===== src/rtl/vdp_super_res_writer_if.sv =====
// VRAM write port of the super-res writer: one word request held until acknowledged.
interface vdp_super_res_writer_if;
  logic        vram_wr_req;
  logic [16:0] vram_wr_addr;
  logic [31:0] vram_wr_data;
  logic [3:0]  vram_wr_be;
  logic        vram_wr_ack;

  modport master (
    output vram_wr_req,
    output vram_wr_addr,
    output vram_wr_data,
    output vram_wr_be,
    input  vram_wr_ack
  );

  modport slave (
    input  vram_wr_req,
    input  vram_wr_addr,
    input  vram_wr_data,
    input  vram_wr_be,
    output vram_wr_ack
  );
endinterface


===== src/rtl/vdp_super_res_writer.sv =====
// CPU byte writer for super-res VRAM: packs bytes into words, buffers them, drains on req/ack.
// Byte packing is enabled by defining SUPER_RES_WRITE_COALESCE_EN; otherwise each byte is its own write.
//
// state  | meaning
// S_IDLE | no request outstanding; loads FIFO head when non-empty and bus is free
// S_REQ  | vram_wr_req high with stable addr/data/be, waiting for vram_wr_ack
module vdp_super_res_writer #(
  parameter int FIFO_DEPTH = 4
) (
  input  logic        clk,
  input  logic        reset_n,
  input  logic        vdp_super,
  input  logic        super_res_drawing,
  input  logic        addr_set,
  input  logic [18:0] addr_in,
  input  logic        data_wr,
  input  logic [7:0]  data_in,
  input  logic        flush,
  output logic        busy,
  output logic        overflow,
  output logic [18:0] wr_ptr,
  output logic [2:0]  fifo_level,
  vdp_super_res_writer_if.master vram
);

  localparam int AW = (FIFO_DEPTH > 1) ? $clog2(FIFO_DEPTH) : 1;
  localparam int LW = $clog2(FIFO_DEPTH + 1);

  typedef struct packed {
    logic [16:0] addr;
    logic [31:0] data;
    logic [3:0]  be;
  } entry_t;

  typedef enum logic {
    S_IDLE,
    S_REQ
  } state_t;

  state_t          state;
  entry_t          mem [FIFO_DEPTH];
  logic [AW-1:0]   head;
  logic [AW-1:0]   tail;
  logic [LW-1:0]   count;
  entry_t          asm_q;
  logic            asm_valid;

  logic [1:0]      lane;
  logic            full;
  logic            wr_take;
  logic            wr_drop;
  logic            wr_push;
  logic [31:0]     lane_data;
  logic [3:0]      lane_be;
  entry_t          merged;
  entry_t          push_entry;
  entry_t          asm_d;
  logic            asm_valid_d;
  logic            push_req;
  logic            push_ok;
  logic            push_drop;
  logic            pop;
  logic [LW-1:0]   count_next;

  assign lane      = wr_ptr[1:0];
  assign full      = (count == LW'(FIFO_DEPTH));
  // addr_set wins over a coincident data_wr, which is then silently ignored
  assign wr_take   = data_wr & ~addr_set & ~full;
  assign wr_drop   = data_wr & ~addr_set & full;
  assign lane_data = 32'(data_in) << {lane, 3'b000};
  assign lane_be   = 4'b0001 << lane;

`ifdef SUPER_RES_WRITE_COALESCE_EN
  always_comb begin
    merged.addr = wr_ptr[18:2];
    merged.data = (asm_q.data & ~(32'h0000_00FF << {lane, 3'b000})) | lane_data;
    merged.be   = asm_q.be | lane_be;
    wr_push     = wr_take & (lane == 2'd3);
  end
`else
  always_comb begin
    merged.addr = wr_ptr[18:2];
    merged.data = lane_data;
    merged.be   = lane_be;
    wr_push     = wr_take;
  end
`endif

  always_comb begin
    push_req   = addr_set ? asm_valid : (wr_push | (flush & (asm_valid | wr_take)));
    push_entry = wr_take ? merged : asm_q;
    push_ok    = push_req & ~full;
    push_drop  = push_req & full;
    pop        = (state == S_REQ) & vram.vram_wr_ack;
    count_next = count + LW'(push_ok) - LW'(pop);
  end

  // Any push (or dropped push) empties the assembly; otherwise an accepted byte is merged in.
  always_comb begin
    asm_d       = asm_q;
    asm_valid_d = asm_valid;
`ifdef SUPER_RES_WRITE_COALESCE_EN
    if (addr_set || push_req) begin
      asm_d       = '0;
      asm_valid_d = 1'b0;
    end else if (wr_take) begin
      asm_d       = merged;
      asm_valid_d = 1'b1;
    end
`else
    asm_d       = '0;
    asm_valid_d = 1'b0;
`endif
  end

  always_ff @(posedge clk) begin
    if (!reset_n || !vdp_super) begin
      state             <= S_IDLE;
      head              <= '0;
      tail              <= '0;
      count             <= '0;
      asm_q             <= '0;
      asm_valid         <= 1'b0;
      wr_ptr            <= '0;
      overflow          <= 1'b0;
      busy              <= 1'b0;
      vram.vram_wr_req  <= 1'b0;
      vram.vram_wr_addr <= '0;
      vram.vram_wr_data <= '0;
      vram.vram_wr_be   <= '0;
      for (int i = 0; i < FIFO_DEPTH; i++) begin
        mem[i] <= '0;
      end
    end else begin
      asm_q     <= asm_d;
      asm_valid <= asm_valid_d;
      count     <= count_next;
      busy      <= (count_next == LW'(FIFO_DEPTH));

      if (addr_set) begin
        wr_ptr <= addr_in;
      end else if (wr_take) begin
        wr_ptr <= wr_ptr + 19'd1;
      end

      // a dropped push during addr_set still reports, so set beats clear
      if (wr_drop || push_drop) begin
        overflow <= 1'b1;
      end else if (addr_set) begin
        overflow <= 1'b0;
      end

      if (push_ok) begin
        mem[tail] <= push_entry;
        tail      <= tail + AW'(1);
      end

      case (state)
        S_IDLE: begin
          if ((count != '0) && !super_res_drawing) begin
            vram.vram_wr_addr <= mem[head].addr;
            vram.vram_wr_data <= mem[head].data;
            vram.vram_wr_be   <= mem[head].be;
            vram.vram_wr_req  <= 1'b1;
            state             <= S_REQ;
          end
        end
        S_REQ: begin
          if (vram.vram_wr_ack) begin
            vram.vram_wr_req <= 1'b0;
            head             <= head + AW'(1);
            state            <= S_IDLE;
          end
        end
        default: state <= S_IDLE;
      endcase
    end
  end

  assign fifo_level = 3'(count);

endmodule


===== src/flat_wrapper.sv =====
// flat-port wrapper written by rule: the top's interface ports become plain ports
module vdp_super_res_writer_flat 
#(
  parameter int FIFO_DEPTH = 4
)
  (clk, reset_n, vdp_super, super_res_drawing, addr_set, addr_in, data_wr, data_in, flush, busy, overflow, wr_ptr, fifo_level, vram_vram_wr_req, vram_vram_wr_addr, vram_vram_wr_data, vram_vram_wr_be, vram_vram_wr_ack);
  vdp_super_res_writer_if vram_i ();
  input  logic clk;
  input  logic reset_n;
  input  logic vdp_super;
  input  logic super_res_drawing;
  input  logic addr_set;
  input  logic [18:0] addr_in;
  input  logic data_wr;
  input  logic [7:0] data_in;
  input  logic flush;
  output logic busy;
  output logic overflow;
  output logic [18:0] wr_ptr;
  output logic [2:0] fifo_level;
  output wire logic [$bits(vram_i.vram_wr_req)-1:0] vram_vram_wr_req;
  output wire logic [$bits(vram_i.vram_wr_addr)-1:0] vram_vram_wr_addr;
  output wire logic [$bits(vram_i.vram_wr_data)-1:0] vram_vram_wr_data;
  output wire logic [$bits(vram_i.vram_wr_be)-1:0] vram_vram_wr_be;
  input wire logic [$bits(vram_i.vram_wr_ack)-1:0] vram_vram_wr_ack;
  assign vram_vram_wr_req = vram_i.vram_wr_req;
  assign vram_vram_wr_addr = vram_i.vram_wr_addr;
  assign vram_vram_wr_data = vram_i.vram_wr_data;
  assign vram_vram_wr_be = vram_i.vram_wr_be;
  assign vram_i.vram_wr_ack = vram_vram_wr_ack;
  vdp_super_res_writer #(.FIFO_DEPTH(FIFO_DEPTH)) u_core (.clk(clk), .reset_n(reset_n), .vdp_super(vdp_super), .super_res_drawing(super_res_drawing), .addr_set(addr_set), .addr_in(addr_in), .data_wr(data_wr), .data_in(data_in), .flush(flush), .busy(busy), .overflow(overflow), .wr_ptr(wr_ptr), .fifo_level(fifo_level), .vram(vram_i));
endmodule

===== config.mk =====
export PLATFORM = sky130hd
export DESIGN_NAME = vdp_super_res_writer_flat
export DESIGN_NICKNAME = d
export VERILOG_FILES = /design/src/rtl/vdp_super_res_writer_if.sv /design/src/rtl/vdp_super_res_writer.sv /design/src/flat_wrapper.sv
export SDC_FILE = /design/constraint.sdc
export NUM_CORES = 1
export LEC_CHECK = 0
export CAP_MARGIN = 30
export CORE_ASPECT_RATIO = 1.75
export CORE_MARGIN = 3
export CORE_UTILIZATION = 35
export CTS_BUF_LIST = sky130_fd_sc_hd__clkbuf_8
export CTS_CLUSTER_SIZE = 14
export DETAILED_ROUTE_END_ITERATION = 12
export GPL_ROUTABILITY_DRIVEN = 0
export PLACE_DENSITY_LB_ADDON = 0.05
export REMOVE_ABC_BUFFERS = 1
export SETUP_SLACK_MARGIN = 0.02
export SKIP_LAST_GASP = 1
export SYNTH_ARGS = -nofsm -noshare
export SYNTH_HDL_FRONTEND = slang
export SYNTH_SLANG_ARGS = --single-unit

===== constraint.sdc =====
create_clock -name clk -period 3.8 [get_ports clk]
set_clock_uncertainty 0.15 [all_clocks]
set_input_delay 0.38 -clock clk [delete_from_list [all_inputs] [get_ports clk]]
set_output_delay 0.38 -clock clk [all_outputs]
set_load 0.02 [all_outputs]

==> out/results.ini, run 1 <==
[critical_path]
worstPathArrival_ns = 3.06
path_class = register to register
worstPathMaxFanout = 7
crit_required_ns = 4.16
end_kind = register
start_kind = register

[clock_tree]
path_clk_slew_ns = 0.07
cts_resized = 0
insertion_delay_ns = 0.57
cts_root_buf = clkbuf_8
cts.path.max_buffers = 3
cts_num_sinks = 295
cts_tree = yes
h-tree-depth = 2
cts_inserted_buffers = 46
cts_hold_buf = 0
cts_setup_buffers = 0

[drt]
vias_per_cell = 5.01
via_count = 8014
drc = 0
first_iter_violations = 460
wl_um = 32900
wire_per_inst_um = 20.5
antenna_left = 0
drt_first_pass_iters = 4

[timing]
final.min_clock_period_ns = 2.70
final-max-slew-violation-count = 0
hold_violations = 0
max_slew_margin_pct = 37.6
worst_slack_ns = 1.10
worstMarginPinSlew_ns = 0.936
max_freq_mhz = 370
fin_crit_sh_pct = 71.1
rsz0062_at_grt = false
setup_viol = 0

[synthesis]
ys_async_sr_fraction_pct = 0
synth.distinct_cells = 50
synth_seq_cells = 295
syn_inst = 985
synth-main-ff-cell = edfxtp_1
yosysWarningCount = 0
synth_area_um2 = 12600
synth_edf_count = 212
yosysSeqAreaShare_pct = 63.7
avgSynthCellArea_um2 = 12.8

[global_route]
antenna_found_initial = 1
grt_use_total_pct = 17.0
grt_pass1_wl_um = 49600
gr-total-overflow = 0
grt_max_degree = 55
first_global_vias = 8402

[pwr]
vdd_drop_max_mv = 0.237
swShare_pct = 23.6
p_switching_uw = 1500
clkPwrFrac_pct = 38.4
power_density_nw_per_um2 = 423
pwr-share-comb_pct = 5.1
power_leakage_uw = 0.00553
internal_power_uw = 4870
seqPwrFrac_pct = 56.5

[placed_design]
dp_slack_ns = 0.656
dp.cells = 1514
place_hpwl_um = 18500
io_buffers = 111

[floorplanning]
boundaryPins = 113
die_y_um = 257
die_width_um = 149
fp-row-count = 91
core_um2 = 35400
start_util_pct = 35.6
fp.dieArea_um2 = 38400

[layout]
layout-drive-gt1-share_pct = 15.1
stdcell_count = 1601
syn_to_final_growth_pct = 19.5
nets = 1139

[flow_run]
max-cap-violations = 0

[worst_hold_path]
hold_class = primary input to register

[run_status]
outcome = complete, no violations

synth_stat cells, types with 4 or more instances:
cell type / count / share of area, %
a31oi_1: 9 / 0.45
and3_2: 9 / 0.54
nor3_1: 8 / 0.32
buf_2: 11 / 0.44
xnor2_1: 5 / 0.35
nand3_1: 14 / 0.56
inv_1: 9 / 0.27
or4_1: 8 / 0.48
o31ai_1: 7 / 0.42
mux4_2: 53 / 9.5
xor2_1: 7 / 0.49
a21oi_1: 62 / 2.5
nor2_1: 65 / 1.9
nand2_1: 142 / 4.2
edfxtp_1: 212 / 51
ha_1: 6 / 0.60
and2_1: 77 / 3.8
clkbuf_1: 52 / 1.5
dfxtp_1: 83 / 13
o21ai_0: 20 / 0.79
clkbuf_8: 4 / 0.44
and3_1: 83 / 4.1
layout by cell type (no fill, tap or decap), types with 7 or more instances in the layout:
cell	netlist	layout
nand3_1	14	14
and2_1	77	77
a21oi_1	62	62
edfxtp_1	212	212
nand2_1	142	137
clkbuf_8	4	49
o31ai_1	7	7
xor2_1	7	7
or4_1	8	8
buf_4	0	25
and3_1	83	83
o21ai_0	20	20
mux4_2	53	53
a31oi_1	9	9
nor2_1	65	65
clkinv_1	0	16
dfxtp_1	83	81
inv_1	9	21
clkinv_2	0	8
and3_2	9	9
clkdlybuf4s50_1	0	111
metal layers:
| metal | vias up | GRT usage (%) | routed length [um] |
|---|---|---|---|
| met3 | 61 | 2.77 | 1220 |
| met4 | 0 | 5.70 | 902 |
| met1 | 3953 | 20.1 | 13400 |
| li1 | 3816 | - | - |
| met5 | - | 0 | 0 |
| met2 | 184 | 31.2 | 17400 |
sequential cells by signal, summed over array words and instances (netlist names):
signal                    cells
u_core.state                  1
u_core.vram.vram_wr_data     32
u_core.vram.vram_wr_req       1
u_core.head                   2
u_core.wr_ptr                19
u_core.overflow               1
u_core.tail                   2
u_core.mem                  212
u_core.vram.vram_wr_be        4
u_core.busy                   1
u_core.vram.vram_wr_addr     17
u_core.fifo_level             3
worst paths after layout:
check	start	to	slack (ns)	cells after the start
worst min register to register	u_core.vram.vram_wr_data[3]	u_core.vram.vram_wr_data[3]	0.30	2
worst max register to register	u_core.fifo_level[1]	u_core.busy	1.10	10
worst max-delay path	u_core.fifo_level[1]	u_core.busy	1.10	10
worst min-delay path	addr_in[1]	u_core.wr_ptr[1]	0.26	3
power groups by stage:
stage | sequential, uW | combinational (uW) | clock [uW]
after floorplan | 3670 | 144 | 0
after global placement | 3670 | 333 | 0
after detailed placement | 3670 | 333 | 0
after CTS | 3600 | 333 | 2560
after global routing | 3610 | 354 | 2690
final | 3600 | 324 | 2450
logic make-up after synthesis:
family / count (synthesis) / share of synthesized area (%)
adders and majority gates: 7 / 0.755
xor gates and xnor gates: 12 / 0.834
buffers and inverters: 85 / 3.24
AOI/OAI and AO/OA: 102 / 4.38
muxes: 53 / 9.47
DFF: 295 / 63.7
and+or+nand+nor: 431 / 17.6
through the flow:
step | hold WS, ns | instance area (um^2) | utilization, % | TNS [ns] | power [uW]
floorplan | 0.335 | 12200 | - | -90.30 | 3810
global placement | 0.293 | 14200 | 40.2 | 0 | 4000
detailed placement | 0.296 | 14200 | 40.2 | 0 | 4000
CTS | 0.210 | 15100 | 42.5 | 0 | 6490
global route | 0.248 | 15100 | 42.5 | 0 | 6650
finish | 0.258 | 15100 | 42.5 | 0 | 6370
layout make-up:
| type | instances | area [um^2] |
|---|---|---|
| Sequential cell | 295 | 8040 |
| Clock inverter | 37 | 154 |
| Antenna cell | 1 | 2.50 |
| Clock buffer | 49 | 674 |
| Multi-Input combinational cell | 605 | 4200 |
| Tap cell | 465 | 582 |
| Inverter | 9 | 33.8 |
| Timing Repair Buffer | 140 | 1380 |
| Fill cell | 3325 | 20400 |
worst max-delay path: stages (launching register included):
cell and delay, ns:
dfxtp_1 0.47, nor3b_1 0.09, buf_4 0.17, nor3_1 0.44, ha_1 0.23, inv_1 0.05
fa_1 0.36, xor2_1 0.16, and2_1 0.16, nor3_1 0.17, and3b_1 0.19
No activity file was read; power rests on OpenSTA's default activity.
==> run 2: changes to the inputs <==
- clock period: 3.8 -> 2.8 ns (I/O delays scaled with it)
==> run 2 against run 1 <==
Register-to-register slack got worse by 0.80 ns. Power is 38% higher. Highest routed layer unchanged. Final area is 2.1% higher. Worst setup slack worse by 0.80 ns. Cell count increased by 1.6%. Critical endpoint unchanged. Die area unchanged. Non-clock buffer count rose by 24. Via count is 1.1% higher. Critical path depth did not move. Routed wire length is 0.68% higher. Fmax is 7.8% higher. Clock-buffer cell count up 4.
==> out/results.ini, run 2 (synthesis results as in run 1) <==
[critical_path]
crit_required_ns = 3.17
path_class = register to register
worstPathMaxFanout = 7
start_kind = register
worstPathArrival_ns = 2.88
end_kind = register

[floorplanning]
core_um2 = 35400
fp-row-count = 91
die_y_um = 257
fp.dieArea_um2 = 38400
boundaryPins = 113
start_util_pct = 35.6
die_width_um = 149

[timing]
worst_slack_ns = 0.295
setup_viol = 0
max_slew_margin_pct = 57.5
max_freq_mhz = 399
rsz0062_at_grt = false
setup_tns_ns = 0
worstMarginPinSlew_ns = 0.634
worst_hold_slack_ns = 0.168
hold_violations = 0
final.min_clock_period_ns = 2.51
final-max-slew-violation-count = 0
fin_crit_sh_pct = 89.5

[pwr]
vdd_drop_max_mv = 0.281
finalPower_uw = 8790
power_leakage_uw = 0.00575
power_density_nw_per_um2 = 572

[clock_tree]
cts_setup_buffers = 0
cts_resized = 0
path_clk_slew_ns = 0.07
cts.path.max_buffers = 3
h-tree-depth = 2
cts_inserted_buffers = 47
cts_num_sinks = 295
cts_tree = yes
cts_root_buf = clkbuf_8
insertion_delay_ns = 0.57
cts_hold_buf = 0

[placed_design]
place_hpwl_um = 19400
placed_area_um2 = 14500
dp_slack_ns = 0.101
io_buffers = 111

[drt]
antenna_left = 0
via_count = 8099
wire_per_inst_um = 20.4
first_iter_violations = 379
vias_per_cell = 4.98
wl_um = 33100
drc = 0
drt_first_pass_iters = 4

[global_route]
first_global_vias = 8685
gr-total-overflow = 0
grt_max_degree = 54
grt_use_total_pct = 17.6
antenna_found_initial = 1
grt_pass1_wl_um = 51200

[layout]
layout_common_cells = edfxtp_1, nand2_1, clkdlybuf4s50_1
largest_reg_flops = 212
layout-drive-gt1-share_pct = 16.7
syn_to_final_growth_pct = 22.0
nets = 1164
regMostFlops = u_core.mem
reg.largest.list = u_core.mem x212, u_core.vram.vram_wr_data x32, u_core.wr_ptr x19
layout_commonest_cell = edfxtp_1
design_area_um2 = 15400

[run_status]
outcome = complete, no violations

[flow_run]
max-cap-violations = 0

[worst_hold_path]
hold_class = primary input to register

==> run 2: cell types whose count changed in the layout (fill, tap and decap cells not counted) <==
cell and change:
buf_4 +16, inv_1 +13, clkinv_1 -12, buf_12 +8, clkbuf_8 +4, clkinv_2 -4, dfxtp_2 +1, dfxtp_4 -1
nor3_1 +1, nor3_2 -1
==> run 2: final timing paths <==
path,start,slack [ns],to,cells after the start
setup / recovery,u_core.fifo_level[1],0.29,u_core.busy,10
hold / removal,addr_in[3],0.17,u_core.wr_ptr[3],3
setup reg to reg,u_core.fifo_level[1],0.29,u_core.busy,10
hold reg to reg,u_core.vram.vram_wr_data[3],0.30,u_core.vram.vram_wr_data[3],2
==> run 2: metal layers <==
metal	track usage, %	part of all wire (%)	up-vias
met1	21.1	41	4013
met3	2.85	3.5	55
li1	-	-	3864
met5	0	0	-
met4	5.37	2.5	0
met2	32.0	53	167
==> run 2: critical path: stages, from the launching register on <==
cell,delay [ns]
dfxtp_1,0.46
nor3b_1,0.11
buf_4,0.16
nor3_1,0.29
ha_1,0.21
inv_1,0.05
fa_1,0.37
xor2_1,0.16
and2_1,0.16
nor3_1,0.15
and3b_1,0.17
==> run 2: layout make-up <==
class | count | area (um^2)
sequential | 295 | 8030
fill | 3356 | 20000
multi-input combinational | 605 | 4190
clock inverter | 34 | 138
antenna | 1 | 2.50
inverter | 9 | 33.8
timing repair buffer | 164 | 1660
tap | 465 | 582
clock buffer | 53 | 729
==> run 2: power by group <==
group	total, uW	switching [uW]	internal (uW)
clock network	3440	1710	1730
registers	4870	55.8	4820
logic	476	286	190
==> run 2: metrics by stage <==
step	utilization, %	std cells
2_1_floorplan	-	909
5_1_grt	43.4	1626
3_5_place_dp	40.9	1538
4_1_cts	43.4	1625
3_3_place_gp	40.9	1538
6_report	43.4	1626
==> run 3: changes to the inputs <==
- GPL_TIMING_DRIVEN: not set -> 1
==> results of run 3 <==
Final layout, timing and power as in run 2 (identical DEF).
